<file path="src/rtl/exception_ctrl.sv">
// Exception sequencer for the single-cycle LEGv8 core: takes undefined-instruction,
// illegal-ERET and external-IRQ exceptions, selects the next PC and holds ELR/ESR/count.
module exception_ctrl #(
    parameter logic [63:0] VECTOR_ADDR = 64'h0000_0000_0000_00D8,
    parameter int          CNT_W       = 16
) (
    input  logic        clk,
    input  logic        reset,
    input  logic [63:0] PC,
    input  logic        NotAnInstr,
    input  logic        ERet,
    input  logic        ExtIRQ,
    input  logic [1:0]  SysRegSel,
    output logic [63:0] SysRegData,
    output logic [1:0]  PCSel,
    output logic        ExcTake,
    output logic        InHandler,
    output logic        Halt
);

    typedef enum logic [1:0] {
        NORMAL  = 2'd0,
        HANDLER = 2'd1,
        FAULT   = 2'd2
    } state_t;

    typedef enum logic [3:0] {
        CAUSE_NONE  = 4'b0000,
        CAUSE_UNDEF = 4'b0001,
        CAUSE_ERET  = 4'b0010,
        CAUSE_IRQ   = 4'b0011
    } cause_t;

    localparam logic [1:0] PC_SEQ = 2'b00;
    localparam logic [1:0] PC_VEC = 2'b01;
    localparam logic [1:0] PC_ELR = 2'b10;

    state_t           state;
    logic [63:0]      elr;
    logic [3:0]       esr;
    logic [CNT_W-1:0] count;
    logic             irq_pend;
    cause_t           cause;
    logic             irq_take;

    // The datapath loads VECTOR_ADDR on PCSel=01; LEGv8 fetch is word-aligned.
    vector_aligned: assert property (@(posedge clk) VECTOR_ADDR[1:0] == 2'b00);

    // Exception cause in NORMAL, highest priority first.
    always_comb begin
        // NOTE: every signal driven here gets a default first so no latch is inferred.
        cause = CAUSE_NONE;
        if (state == NORMAL) begin
            if (NotAnInstr)    cause = CAUSE_UNDEF;
            else if (ERet)     cause = CAUSE_ERET;
            else if (irq_pend) cause = CAUSE_IRQ;
        end
        irq_take = (cause == CAUSE_IRQ);
    end

    always_comb begin
        PCSel   = PC_SEQ;
        ExcTake = 1'b0;
        case (state)
            NORMAL: begin
                if (cause != CAUSE_NONE) begin
                    ExcTake = 1'b1;
                    PCSel   = PC_VEC;
                end
            end
            HANDLER: begin
                if (ERet)            PCSel   = PC_ELR;
                else if (NotAnInstr) ExcTake = 1'b1;
            end
            default: ;
        endcase
    end

    // MRS reads see register values from before the current edge.
    always_comb begin
        SysRegData = 64'd0;
        case (SysRegSel)
            2'b00:   SysRegData = elr;
            2'b01:   SysRegData = {60'd0, esr};
            2'b10:   SysRegData = 64'(count);
            default: SysRegData = {62'd0, state};
        endcase
    end

    always_ff @(posedge clk) begin
        // NOTE: state registers use non-blocking assignment so every read sees the pre-edge value.
        if (reset) begin
            state     <= NORMAL;
            elr       <= 64'd0;
            esr       <= 4'b0000;
            count     <= '0;
            irq_pend  <= 1'b0;
            InHandler <= 1'b0;
            Halt      <= 1'b0;
        end else begin
            // A request arriving on the same edge as a take stays pending.
            irq_pend <= ExtIRQ | (irq_pend & ~irq_take);
            case (state)
                NORMAL: begin
                    if (cause != CAUSE_NONE) begin
                        elr       <= PC;
                        esr       <= cause;
                        state     <= HANDLER;
                        InHandler <= 1'b1;
                        if (count != '1) count <= count + CNT_W'(1);
                    end
                end
                HANDLER: begin
                    if (ERet) begin
                        state     <= NORMAL;
                        InHandler <= 1'b0;
                    end else if (NotAnInstr) begin
                        state     <= FAULT;
                        InHandler <= 1'b0;
                        Halt      <= 1'b1;
                    end
                end
                default: ;
            endcase
        end
    end

endmodule

</file>
<file path="config.mk">
export PLATFORM = sky130hd
export DESIGN_NAME = exception_ctrl
export DESIGN_NICKNAME = d
export VERILOG_FILES = /design/src/rtl/exception_ctrl.sv
export SDC_FILE = /design/constraint.sdc
export NUM_CORES = 1
export LEC_CHECK = 0
export CORE_MARGIN = 4
export CORE_UTILIZATION = 30
export CTS_CLUSTER_DIAMETER = 80
export DETAILED_ROUTE_END_ITERATION = 10
export MAX_ROUTING_LAYER = met4
export PLACE_DENSITY = 0.62
export RECOVER_POWER = 25
export SLEW_MARGIN = 20
export SYNTH_ARGS = -nofsm -noshare
export SYNTH_HDL_FRONTEND = slang
export SYNTH_SLANG_ARGS = --single-unit
</file>
<file path="constraint.sdc">
create_clock -name clk -period 2.5 [get_ports clk]
set_input_delay 0.5 -clock clk [delete_from_list [all_inputs] [get_ports clk]]
set_output_delay 0.5 -clock clk [all_outputs]
set_load 0.02 [all_outputs]
</file>
# [Word level (Yosys, flattened, before mapping)]
# Index checks and enable logic that the tools add are counted.
[op_classes] n_reduce_logical=8 n_mux=20 addsub=1 eq_ne=7 bitwise=4
[op_table] op="case mux 64 bit (3 select lines)" count=1
[op_table] op="adder 16 x 1 -> 16 bit (second input constant)" count=1
[op_table] op="2-to-1 mux 2 bit" count=8
[op_table] op="!= test 16 bit (second input constant)" count=1
[op_table] op="AND reduction 3 bit" count=3
[op_table] op="case mux 2 bit (2 select lines)" count=2
[op_table] op="2-to-1 mux 1 bit" count=7
[op_table] op="== test 2 x 1 -> 1 bit (second input constant)" count=2
[op_table] op="== test 4 x 2 -> 1 bit (second input constant)" count=1
[op_table] op="logical NOT 2 bit" count=2
[op_table] op="case mux 1 bit (2 select lines)" count=2
[op_table] op="nonzero test 4 bit" count=1
[op_table] op="!= test 3 bit (second input constant)" count=1
[op_table] op="== test 2 bit (second input constant)" count=1
[op_table] op="!= test 2 x 1 -> 1 bit (second input constant)" count=1
[op_table] op="NOT 1 bit" count=2
[op_table] op="AND reduction 2 bit" count=1
[op_table] op="nonzero test 2 bit" count=1
[op_table] op="AND 1 bit" count=1
[op_table] op="bitwise OR 1 bit" count=1
[totals] inputBits=71 regBits=89 output_inout_bits=69

# [Logic depth before layout (Yosys ltp)]
# Gate-level depths: netlist (run 1).
[depth] depth_word=8 mapped_depth=8 ltp_nobuf=5

# [Worst setup path after synthesis (run 1)]
# Ideal clock, no wire load.
[synth_timing] kind="input to output" from="input port SysRegSel[1]" to="output port SysRegData[16]" arrival_time_ps=1590 path_stages=5 path_buffers=3 slack_ps=410 cell_sequence="clkbuf_1 nor2_1 clkbuf_1 clkbuf_1 and2_1"
[synth_via] elab_chain_len=2 word_cells_on_any_way=4
[synth_rtl] item="start, declared" line_no="13" text="input logic [1:0] SysRegSel,"
[synth_rtl] item="== test 2 bit, or another cell as far along" line_no="82" text="case (SysRegSel)"
[synth_rtl] item="case mux 64 bit (3 select lines) (*)" line_no="82"
[synth_rtl] item="end, declared" line_no="14" text="output logic [63:0] SysRegData,"
# Every way passes the cells marked *; elsewhere a longest branch is shown, timed or not.

# [Final worst setup path (run 1)]
[layout_timing] from="input port SysRegSel[0]" to="output port SysRegData[0]"
# The elaborated chain is that of the path after synthesis.

==> qor.json, run 1 <==
{
  "numCtsBuffers": {"value": 9},
  "arrival": {"value": 1.94, "unit": "ns"},
  "grt_max_degree": {"value": 65},
  "yosys.area_share.adder": {"value": 0.003139},
  "rsz0062_at_grt": {"value": "no"},
  "grt.busiest_layer": {"value": "met2"},
  "critPathKind": {"value": "input port to output port"},
  "asyncSetResetFlopFracSynth": {"value": 0},
  "post_route_cells_drive_above_1_share": {"value": 0.08112},
  "gr-total-overflow": {"value": 0},
  "met1_usage": {"value": 0.1869},
  "p_total": {"value": 0.003646, "unit": "W"},
  "dieArea": {"value": 0.01520, "unit": "mm²"},
  "drt_iter0_markers": {"value": 182},
  "fin_hold_ws": {"value": 0.4497, "unit": "ns"},
  "row_count": {"value": 41},
  "clk_pin_slew_worst_setup_hold_paths": {"value": 0.07, "unit": "ns"},
  "multi_input_gate_area_in_the_final_layout": {"value": 0.002026, "unit": "mm²"},
  "detail_route.wl_per_cell": {"value": 13.88, "unit": "µm"},
  "dpl_cell_area": {"value": 0.005540, "unit": "mm²"},
  "final_period_minus_worst_setup_slack": {"value": 2.444, "unit": "ns"},
  "dp_wirelength": {"value": 8313, "unit": "µm"},
  "floorplan.die.height": {"value": 123.3, "unit": "µm"},
  "final.setup_skew": {"value": 0.004058, "unit": "ns"},
  "syn_area_per_cell": {"value": 7.941, "unit": "µm²"},
  "initial_utilization": {"value": 0.3108},
  "min_from": {"value": "elr[56]"},
  "antenna_cells_inserted": {"value": 0},
  "timing.slew.headroom": {"value": 0.5374},
  "fmaxAchievable": {"value": 409.1, "unit": "MHz"},
  "synth_area_leaders": {"value": "dfxtp_1 (43%), nand2_1 (13%), a21oi_1 (9.3%)"},
  "grt_use_total": {"value": 0.1517},
  "grt_first_pass_wirelength": {"value": 17730, "unit": "µm"},
  "gr-usage-met3": {"value": 0.03156},
  "yosysSeqAreaShare": {"value": 0.4319},
  "antenna_found_initial": {"value": 0},
  "irDropWorstVdd": {"value": 277.4, "unit": "µV"},
  "hold_end": {"value": "elr[56]"},
  "rr_worst_depth": {"value": 5},
  "setup.worst_path.end_class": {"value": "output port"},
  "placement.io_buffers": {"value": 139},
  "ctsHtreeMaxLevel": {"value": 3},
  "max_cap_viol_count": {"value": 0},
  "synth-main-ff-cell": {"value": "dfxtp_1"},
  "finalSetupViolCount": {"value": 0},
  "grtUsageMet2": {"value": 0.2419},
  "final_number_of_max_transition_violations": {"value": 0},
  "synthTopCellsByCount": {"value": "nand2_1 (137), dfxtp_1 (86), a21oi_1 (74)"},
  "tightest_slew": {"value": 0.6939, "unit": "ns"},
  "numPlacedInstances": {"value": 797},
  "finish.net_count": {"value": 708},
  "cts.repair_timing.setup_buffer_count": {"value": 0},
  "mappedNetlistNets": {"value": 574},
  "power.leakage": {"value": 2.499, "unit": "nW"},
  "holdBufCountCts": {"value": 0},
  "placement.setup.worst_slack": {"value": -0.2749, "unit": "ns"},
  "synth_top_cell_by_area": {"value": "dfxtp_1"},
  "post-route-drc-count": {"value": 0},
  "startpoint_type": {"value": "input port"},
  "largest_family_of_logic_cells_by_synthesized_area": {"value": "simple AND/OR/NAND/NOR gates"},
  "power_density": {"value": 631.4, "unit": "mW/mm²"},
  "crit-reg2reg-capture": {"value": "count[11]"},
  "fin_ws": {"value": 0.05577, "unit": "ns"},
  "overall_die_width": {"value": 123.3, "unit": "µm"},
  "clk_latency": {"value": 0.34, "unit": "ns"},
  "hold_path.class": {"value": "flip-flop to flip-flop"},
  "synth_most_common_cell": {"value": "nand2_1"},
  "final_antenna_net_count": {"value": 0},
  "grt_pass1_vias": {"value": 3740},
  "gp_routability_congestion": {"value": 0.7887},
  "crit_required": {"value": 2.00, "unit": "ns"},
  "yosys_warnings": {"value": 0},
  "tritoncts_num_sinks": {"value": 86},
  "tritoncts": {"value": "done"},
  "synth-compound-area-share": {"value": 0.1246},
  "rr_startpoint": {"value": "irq_pend"},
  "top_level_i_o_count": {"value": 140},
  "stdcell_count": {"value": 813},
  "nFillCells": {"value": 1326},
  "detail_route.wirelength": {"value": 11290, "unit": "µm"},
  "synth.lib_cells_used.distinct": {"value": 41},
  "synth.cell_area": {"value": 0.003986, "unit": "mm²"},
  "endpoints_failing_hold": {"value": 0},
  "drt_pass1_iterations": {"value": 4},
  "number_of_enable_type_register_cells_in_the_synthesized_netlist": {"value": 0},
  "layout.area.seq": {"value": 0.001723, "unit": "mm²"},
  "status": {"value": "finished, final reports clean"},
  "synth_to_final_area_change": {"value": 44.85, "unit": "%"},
  "via_count": {"value": 3766},
  "post_drt_via_cell_ratio": {"value": 4.632},
  "reg2reg_setup_slack": {"value": 0.52, "unit": "ns"},
  "post_synth_mux_area_share": {"value": 0.07156},
  "cts_root_buf": {"value": "clkbuf_16"},
  "synth-simple-area-share": {"value": 0.3092},
  "ys_seq_elements": {"value": 86},
  "syn_inst": {"value": 502},
  "fp.coreArea": {"value": 0.01282, "unit": "mm²"},
  "parity_gate_share_of_the_synthesized_area_counting_xor_and_xnor_cells": {"value": 0},
  "cts_max_path_buffers": {"value": 2},
  "cp_max_fo": {"value": 16},
  "min_delay_path_depth": {"value": 2},
  "synth_largest_type_area_fraction": {"value": 0.4319},
  "min_period_over_period": {"value": 0.9777},
  "design_area": {"value": 0.005774, "unit": "mm²"}
}
[logic make-up (layout without fill, tap and decap cells)]
logic type | Yosys count | count (layout)
buffers and inverters | 42 | 181
muxes | 25 | 25
AOI/OAI and AO/OA | 90 | 90
adders and majority gates | 1 | 1
DFF | 86 | 86
and+or+nand+nor | 258 | 258
[cells in the final DEF (no fill, tap or decap), types with 2 or more instances in the layout]
master           instances
bufinv_16                2
nor2b_1                  9
nand3_1                  4
inv_1                    5
clkbuf_1                 6
dlygate4sd2_1           53
a21oi_1                 74
clkbuf_4                 2
mux2_2                   2
nor2_4                   2
clkinv_4                 2
mux2_1                   6
o41ai_1                  3
dlygate4sd3_1            3
dfxtp_1                 85
clkbuf_16                9
mux4_2                   2
mux2i_1                 15
buf_4                   13
nand2_1                136
nor4_1                   4
nor2_1                  34
and2_1                  49
and4_1                   2
clkdlybuf4s50_1         76
nand4_1                  5
o31ai_1                  2
a211oi_1                 2
o21ai_0                  3
buf_6                    2
or4_1                    4
[metrics by stage]
step | setup TNS (ns) | util
after floorplan | 0 | -
after global placement | -14.59 | 0.4320
after detailed placement | -16.14 | 0.4320
after CTS | 0 | 0.4534
after global routing | 0 | 0.4502
final | 0 | 0.4502
[routing by layer]
metal,vias up,share of wire
met1,1727,0.45
li1,1933,-
met5,-,0
met2,88,0.48
met4,0,0.025
met3,18,0.051
[final cells by class]
type,count,share of cell area
clock inverters,6,0.01625
well taps,172,0.03727
flip-flops and latches,86,0.2984
clock buffers,10,0.04139
inverters,6,0.003900
repair buffers,159,0.2520
multi-input cells,374,0.3508
[worst max-delay path: stages]
cell and delay (ns):
clkdlybuf4s50_1 0.58, buf_6 0.21, mux4_2 0.31, dlygate4sd2_1 0.34
[how the worst max path moves through the flow]
stage,start,to,slack [ns],cells past startpoint
after global placement,SysRegSel[1],SysRegData[33],-0.27,5
final,SysRegSel[0],SysRegData[0],0.06,4
after global routing,NotAnInstr,PCSel[0],0.004,5
after detailed placement,SysRegSel[1],SysRegData[40],-0.27,5
after floorplan,SysRegSel[1],SysRegData[16],0.41,5
after CTS,SysRegSel[0],SysRegData[0],0.0005,4
[power by group]
group,internal [W],switching [W],leakage [nW]
logic,0.000280,0.000335,1.63
clock network,0.000910,0.000580,0.159
registers,0.00148,0.0000633,0.707
[repair_timing]
| item | in CTS | in global routing |
|---|---|---|
| resized for setup | 56 | 9 |
| pin swaps | 0 | 0 |
| setup endpoints to repair | 66 | 16 |
[state kept, by name (all words and copies together), names as in the netlist]
signal / cells
irq_pend: 1
count: 16
state: 2
elr: 64
Halt: 1
esr: 2
Note: power is estimated with default switching activity, not from simulation.
==> inputs of run 2 (changes only) <==
--- a/config.mk
+++ b/config.mk
@@ -5,12 +5,14 @@
 export SDC_FILE = /design/constraint.sdc
 export NUM_CORES = 1
 export LEC_CHECK = 0
+export CAP_MARGIN = 25
 export CORE_MARGIN = 4
-export CORE_UTILIZATION = 30
+export CORE_UTILIZATION = 49
+export CTS_BUF_LIST = sky130_fd_sc_hd__clkbuf_16
 export CTS_CLUSTER_DIAMETER = 80
 export DETAILED_ROUTE_END_ITERATION = 10
 export MAX_ROUTING_LAYER = met4
-export PLACE_DENSITY = 0.62
+export PLACE_DENSITY = 0.91
 export RECOVER_POWER = 25
 export SLEW_MARGIN = 20
 export SYNTH_ARGS = -nofsm -noshare
==> run 2 against run 1 <==
Global-route usage is 7.8 points higher. Clock-buffer cell count is 1 lower. Largest power group unchanged. Register-to-register slack better by 0.02 ns. Clock power hardly changed. Sequential power hardly changed. Core utilization is 28 points higher.
==> qor.json, run 2 (synthesis results as in run 1) <==
{
  "final_antenna_net_count": {"value": 0},
  "gp_routability_congestion": {"value": 0.8857},
  "cts_max_path_buffers": {"value": 2},
  "final.setup_skew": {"value": 0.009650, "unit": "ns"},
  "power.internal": {"value": 0.002725, "unit": "W"},
  "top_library_cells_by_usage_in_the_layout_fill_and_taps_aside": {"value": "nand2_1 (137), dfxtp_1 (86), a21oi_1 (74)"},
  "hold_path.class": {"value": "flip-flop to flip-flop"},
  "tritoncts": {"value": "done"},
  "arrival": {"value": 1.92, "unit": "ns"},
  "seq_power_share": {"value": 0.422},
  "grt_first_pass_wirelength": {"value": 17770, "unit": "µm"},
  "crit_path_frequent_cell": {"value": "clkdlybuf4s50_1"},
  "clk_pin_slew_worst_setup_hold_paths": {"value": 0.06, "unit": "ns"},
  "cp_slowest_cell": {"value": "clkdlybuf4s50_1"},
  "drt_iter0_markers": {"value": 190},
  "cts.repair_timing.setup_buffer_count": {"value": 0},
  "post_drt_via_cell_ratio": {"value": 5.190},
  "detail_route.wl_per_cell": {"value": 14.62, "unit": "µm"},
  "dieArea": {"value": 0.009642, "unit": "mm²"},
  "synth_to_final_area_change": {"value": 43.22, "unit": "%"},
  "finish.net_count": {"value": 703},
  "numCtsBuffers": {"value": 9},
  "cp_peak_stage_delay": {"value": 0.62, "unit": "ns"},
  "cell_type_group_with_the_largest_total_delay_on_the_critical_path": {"value": "buffers and inverters"},
  "endpoints_failing_hold": {"value": 0},
  "tightest_slew": {"value": 0.8013, "unit": "ns"},
  "power.leakage": {"value": 2.677, "unit": "nW"},
  "max_cap_viol_count": {"value": 0},
  "cp_max_fo": {"value": 14},
  "p_sw": {"value": 0.0009201, "unit": "W"},
  "dp_wirelength": {"value": 7770, "unit": "µm"},
  "min_period_over_period": {"value": 0.9693},
  "number_of_flip_flops_in_the_largest_register": {"value": 64},
  "top_register": {"value": "elr"},
  "swShare": {"value": 0.2524},
  "cts_root_buf": {"value": "clkbuf_16"},
  "post_route_cells_drive_above_1_share": {"value": 0.06604},
  "fp.coreArea": {"value": 0.007807, "unit": "mm²"},
  "fmaxAchievable": {"value": 412.7, "unit": "MHz"},
  "gr-total-overflow": {"value": 0},
  "post-route-drc-count": {"value": 0},
  "mostFrequentLayoutCell": {"value": "nand2_1"},
  "antenna_found_initial": {"value": 0},
  "irDropWorstVdd": {"value": 343.9, "unit": "µV"},
  "placement.io_buffers": {"value": 139},
  "path_cells": {"value": "clkdlybuf4s50_1 > buf_4 > nor2_1 > clkdlybuf4s50_1"},
  "top_level_i_o_count": {"value": 140},
  "largestRegisters": {"value": "elr x64, count x16"},
  "row_count": {"value": 32},
  "overall_die_width": {"value": 98.20, "unit": "µm"},
  "share_clk_of_total_power": {"value": 0.410},
  "grt_pass1_vias": {"value": 3684},
  "drt_pass1_iterations": {"value": 4},
  "antenna_cells_inserted": {"value": 0},
  "fin_ws": {"value": 0.07687, "unit": "ns"},
  "finalSetupViolCount": {"value": 0},
  "critPathKind": {"value": "input port to output port"},
  "power.share.combinational": {"value": 0.168},
  "final_number_of_max_transition_violations": {"value": 0},
  "power_density": {"value": 638.4, "unit": "mW/mm²"},
  "numPlacedInstances": {"value": 722},
  "grt_max_degree": {"value": 65},
  "stdcell_count": {"value": 738},
  "floorplan.die.height": {"value": 98.20, "unit": "µm"},
  "crit_required": {"value": 2.00, "unit": "ns"},
  "tritoncts_num_sinks": {"value": 86},
  "final_period_minus_worst_setup_slack": {"value": 2.423, "unit": "ns"},
  "rsz0062_at_grt": {"value": "no"},
  "path_buf_inv": {"value": 3},
  "grt_use_total": {"value": 0.2296},
  "timing.slew.headroom": {"value": 0.4658},
  "startpoint_type": {"value": "input port"},
  "via_count": {"value": 3830},
  "ctsHtreeMaxLevel": {"value": 3},
  "status": {"value": "finished, final reports clean"},
  "detail_route.wirelength": {"value": 10790, "unit": "µm"},
  "placement.setup.worst_slack": {"value": -0.2798, "unit": "ns"},
  "setup.worst_path.end_class": {"value": "output port"},
  "initial_utilization": {"value": 0.5106},
  "clk_latency": {"value": 0.33, "unit": "ns"}
}
[run 2: changes by cell type in the layout (fill, tap and decap cells not counted), sizes merged]
cell           previous run  this run
buf                      17        10
bufinv                    2         3
clkbuf                   19        15
clkdlybuf4s15             0         1
clkdlybuf4s50            76        72
dlygate4sd2              53        52
dlygate4sd3               3         1
dlymetal6s2s              1        12
[run 2: final timing paths]
check	from	to	slack (ns)	cells past startpoint
setup reg to reg	irq_pend	elr[32]	0.54	6
setup / recovery	SysRegSel[0]	SysRegData[3]	0.08	4
hold reg to reg	elr[26]	elr[26]	0.45	2
hold / removal	elr[26]	elr[26]	0.45	2
[run 2: worst register-to-register path, stage by stage (launching register included)]
cell and delay [ns]:
dfxtp_1 0.34, or3_1 0.39, nand2_1 0.13, buf_4 0.40, buf_4 0.37, nand2_1 0.11
a21oi_1 0.15
[run 2: stage by stage]
step,TNS [ns],util,hold slack [ns],area (µm²),total power (W)
after detailed placement,-15.66,0.6952,0.4423,5428,0.002212
final,0,0.7313,0.4509,5709,0.003645
after global routing,0,0.7313,0.4677,5709,0.003799
after global placement,-13.65,0.6952,0.4370,5428,0.002186
after CTS,0,0.7306,0.4507,5704,0.003672
after floorplan,0,-,0.4317,3986,0.001946
[run 2: layout make-up]
class | count | area (µm²)
flip-flops and latches | 86 | 1722
fillers | 619 | 2098
multi-input cells | 374 | 2013
clock inverters | 7 | 113.9
inverters | 6 | 22.52
clock buffers | 9 | 225.2
repair buffers | 154 | 1485
well taps | 102 | 127.6
[run 2: what timing repair did]
item / 4_1_cts / 5_1_grt
endpoints found under the setup margin: 66 / 13
gates resized for setup: 54 / 13
hold buffers: 0 / 0
gates cloned: 0 / 0
pin swaps: 0 / 0
[run 2: power by group through the flow]
stage / clock network (W) / registers (W) / logic, W
after floorplan: 0 / 0.00155 / 0.000393
after global placement: 0 / 0.00156 / 0.000624
after detailed placement: 0 / 0.00157 / 0.000644
after CTS: 0.00151 / 0.00154 / 0.000624
after global routing: 0.00157 / 0.00155 / 0.000672
final: 0.00150 / 0.00154 / 0.000612
[run 2: metal layers]
layer  up-vias  share of wire  global-route usage
li1       1921              -                   -
met1      1765           0.42              0.2745
met2       129           0.50              0.3843
met3        15          0.059             0.05286
met4         0          0.018             0.07248
met5         -              0                   -
==> inputs of run 3 (changes only) <==
--- a/config.mk
+++ b/config.mk
@@ -9,11 +9,11 @@
 export CORE_MARGIN = 4
 export CORE_UTILIZATION = 49
 export CTS_BUF_LIST = sky130_fd_sc_hd__clkbuf_16
-export CTS_CLUSTER_DIAMETER = 80
 export DETAILED_ROUTE_END_ITERATION = 10
 export MAX_ROUTING_LAYER = met4
 export PLACE_DENSITY = 0.91
 export RECOVER_POWER = 25
+export SETUP_SLACK_MARGIN = 0.05
 export SLEW_MARGIN = 20
 export SYNTH_ARGS = -nofsm -noshare
 export SYNTH_HDL_FRONTEND = slang
==> run 3 against run 2 <==
Clock skew about the same. Highest routed layer unchanged. Die area unchanged. Critical endpoint is now PCSel[0]. Largest power group unchanged. Maximum frequency up 0.25%. Routed wire length about the same.
==> qor.json, run 3 (synthesis results as in run 1) <==
{
  "status": {"value": "finished, final reports clean"},
  "gr-total-overflow": {"value": 0},
  "cts.repair_timing.setup_buffer_count": {"value": 0},
  "p_total": {"value": 0.003648, "unit": "W"},
  "rsz0062_at_grt": {"value": "yes"},
  "nFillCells": {"value": 616},
  "tightest_slew": {"value": 0.7787, "unit": "ns"},
  "finished_core_util": {"value": 0.7322},
  "power_density": {"value": 638.2, "unit": "mW/mm²"},
  "final.setup_skew": {"value": 0.009284, "unit": "ns"},
  "antenna_found_initial": {"value": 0},
  "grt_use_total": {"value": 0.2296},
  "gp_routability_congestion": {"value": 0.8857},
  "cts_max_path_buffers": {"value": 2},
  "top_register": {"value": "elr"},
  "multi_input_gate_area_in_the_final_layout": {"value": 0.002013, "unit": "mm²"},
  "number_of_flip_flops_in_the_largest_register": {"value": 64},
  "hold_path.class": {"value": "flip-flop to flip-flop"},
  "floorplan.die.height": {"value": 98.20, "unit": "µm"},
  "ctsHtreeMaxLevel": {"value": 3},
  "overall_die_width": {"value": 98.20, "unit": "µm"},
  "fmaxAchievable": {"value": 413.7, "unit": "MHz"},
  "crit_required": {"value": 2.00, "unit": "ns"},
  "detail_route.wl_per_cell": {"value": 14.61, "unit": "µm"},
  "setup.worst_path.end_class": {"value": "output port"},
  "tritoncts_num_sinks": {"value": 86},
  "timing.slew.headroom": {"value": 0.4809},
  "path_cells": {"value": "clkdlybuf4s50_1 > or3_1 > nand2_1 > inv_1 > dlygate4sd2_1"},
  "layout.area.seq": {"value": 0.001722, "unit": "mm²"},
  "mostFrequentLayoutCell": {"value": "nand2_1"},
  "synth_to_final_area_change": {"value": 43.41, "unit": "%"},
  "startpoint_type": {"value": "input port"},
  "endpoints_failing_hold": {"value": 0},
  "cts_root_buf": {"value": "clkbuf_16"},
  "dp_wirelength": {"value": 7770, "unit": "µm"},
  "cp_slowest_cell": {"value": "clkdlybuf4s50_1"},
  "holdBufCountCts": {"value": 0},
  "numCtsBuffers": {"value": 9},
  "clk_pin_slew_worst_setup_hold_paths": {"value": 0.06, "unit": "ns"},
  "grt_pass1_vias": {"value": 3684},
  "cp_peak_stage_delay": {"value": 0.46, "unit": "ns"},
  "post_drt_via_cell_ratio": {"value": 5.184},
  "largestRegisters": {"value": "elr x64, count x16"},
  "placement.io_buffers": {"value": 139},
  "post-route-drc-count": {"value": 0},
  "drt_iter0_markers": {"value": 208},
  "clk_latency": {"value": 0.33, "unit": "ns"},
  "arrival": {"value": 1.92, "unit": "ns"},
  "cp_max_fo": {"value": 4},
  "final_period_minus_worst_setup_slack": {"value": 2.417, "unit": "ns"},
  "antenna_cells_inserted": {"value": 0},
  "critPathKind": {"value": "input port to output port"},
  "fp.coreArea": {"value": 0.007807, "unit": "mm²"},
  "detail_route.wirelength": {"value": 10780, "unit": "µm"},
  "top_level_i_o_count": {"value": 140},
  "min_period_over_period": {"value": 0.9668},
  "tritoncts": {"value": "done"},
  "finalSetupViolCount": {"value": 0},
  "final_antenna_net_count": {"value": 0},
  "via_count": {"value": 3826},
  "irDropWorstVdd": {"value": 344.3, "unit": "µV"},
  "drt_pass1_iterations": {"value": 5},
  "final_number_of_max_transition_violations": {"value": 0},
  "finish.net_count": {"value": 703},
  "row_count": {"value": 32},
  "max_cap_viol_count": {"value": 0},
  "grt_first_pass_wirelength": {"value": 17770, "unit": "µm"},
  "grt_max_degree": {"value": 65},
  "dieArea": {"value": 0.009642, "unit": "mm²"},
  "top_library_cells_by_usage_in_the_layout_fill_and_taps_aside": {"value": "nand2_1 (137), dfxtp_1 (86), a21oi_1 (74)"},
  "post_route_cells_drive_above_1_share": {"value": 0.06604},
  "fin_hold_ws": {"value": 0.4509, "unit": "ns"},
  "initial_utilization": {"value": 0.5106},
  "power.leakage": {"value": 2.708, "unit": "nW"}
}
[run 3: timing repair]
item | CTS | global route
cloned | 0 | 0
hold endpoints to repair | 0 | 0
pin swaps | 0 | 0
endpoints found under the setup margin | 67 | 17
resized for setup | 55 | 18
[run 3: layer usage]
layer / up-vias / track usage / part of all wire
li1: 1923 / - / -
met1: 1761 / 0.2745 / 0.42
met2: 130 / 0.3838 / 0.50
met3: 12 / 0.05286 / 0.061
met4: 0 / 0.07353 / 0.016
met5: - / - / 0
[run 3: final timing paths]
| kind | end | start | slack, ns | cells after the start |
|---|---|---|---|---|
| max reg2reg | elr[32] | irq_pend | 0.54 | 6 |
| min reg2reg | elr[53] | elr[53] | 0.45 | 2 |
| min | elr[53] | elr[53] | 0.45 | 2 |
| max | PCSel[0] | ERet | 0.08 | 5 |
[run 3: cell type report]
class                      count  area share
multi-input combinational    374      0.3522
sequential                    86      0.3012
timing repair buffer         154      0.2611
clock buffer                   9     0.03940
tap                          102     0.02232
clock inverter                 7     0.01992
inverter                       6    0.003940
[run 3: critical path, delay by kind of cell]
| kind | cells | cell delay (ns) |
|---|---|---|
| buf+inv | 3 | 0.86 |
| simple gates | 2 | 0.56 |
[run 3: per-stage QoR]
step | cell area (µm²) | setup slack (ns) | setup TNS [ns] | std cells
after global routing | 5717 | 0.02859 | 0 | 738
after detailed placement | 5428 | -0.2798 | -15.66 | 722
after global placement | 5428 | -0.2196 | -13.65 | 722
after floorplan | 3986 | 0.4100 | 0 | 502
final | 5717 | 0.08293 | 0 | 738
after CTS | 5703 | 0.03490 | 0 | 738
[run 3: where the power goes]
group | internal (W) | switching (W) | total [W] | leakage (nW)
logic | 0.000276 | 0.000336 | 0.000611 | 1.84
clock network | 0.000971 | 0.000529 | 0.00150 | 0.164
registers | 0.00148 | 0.0000593 | 0.00154 | 0.707
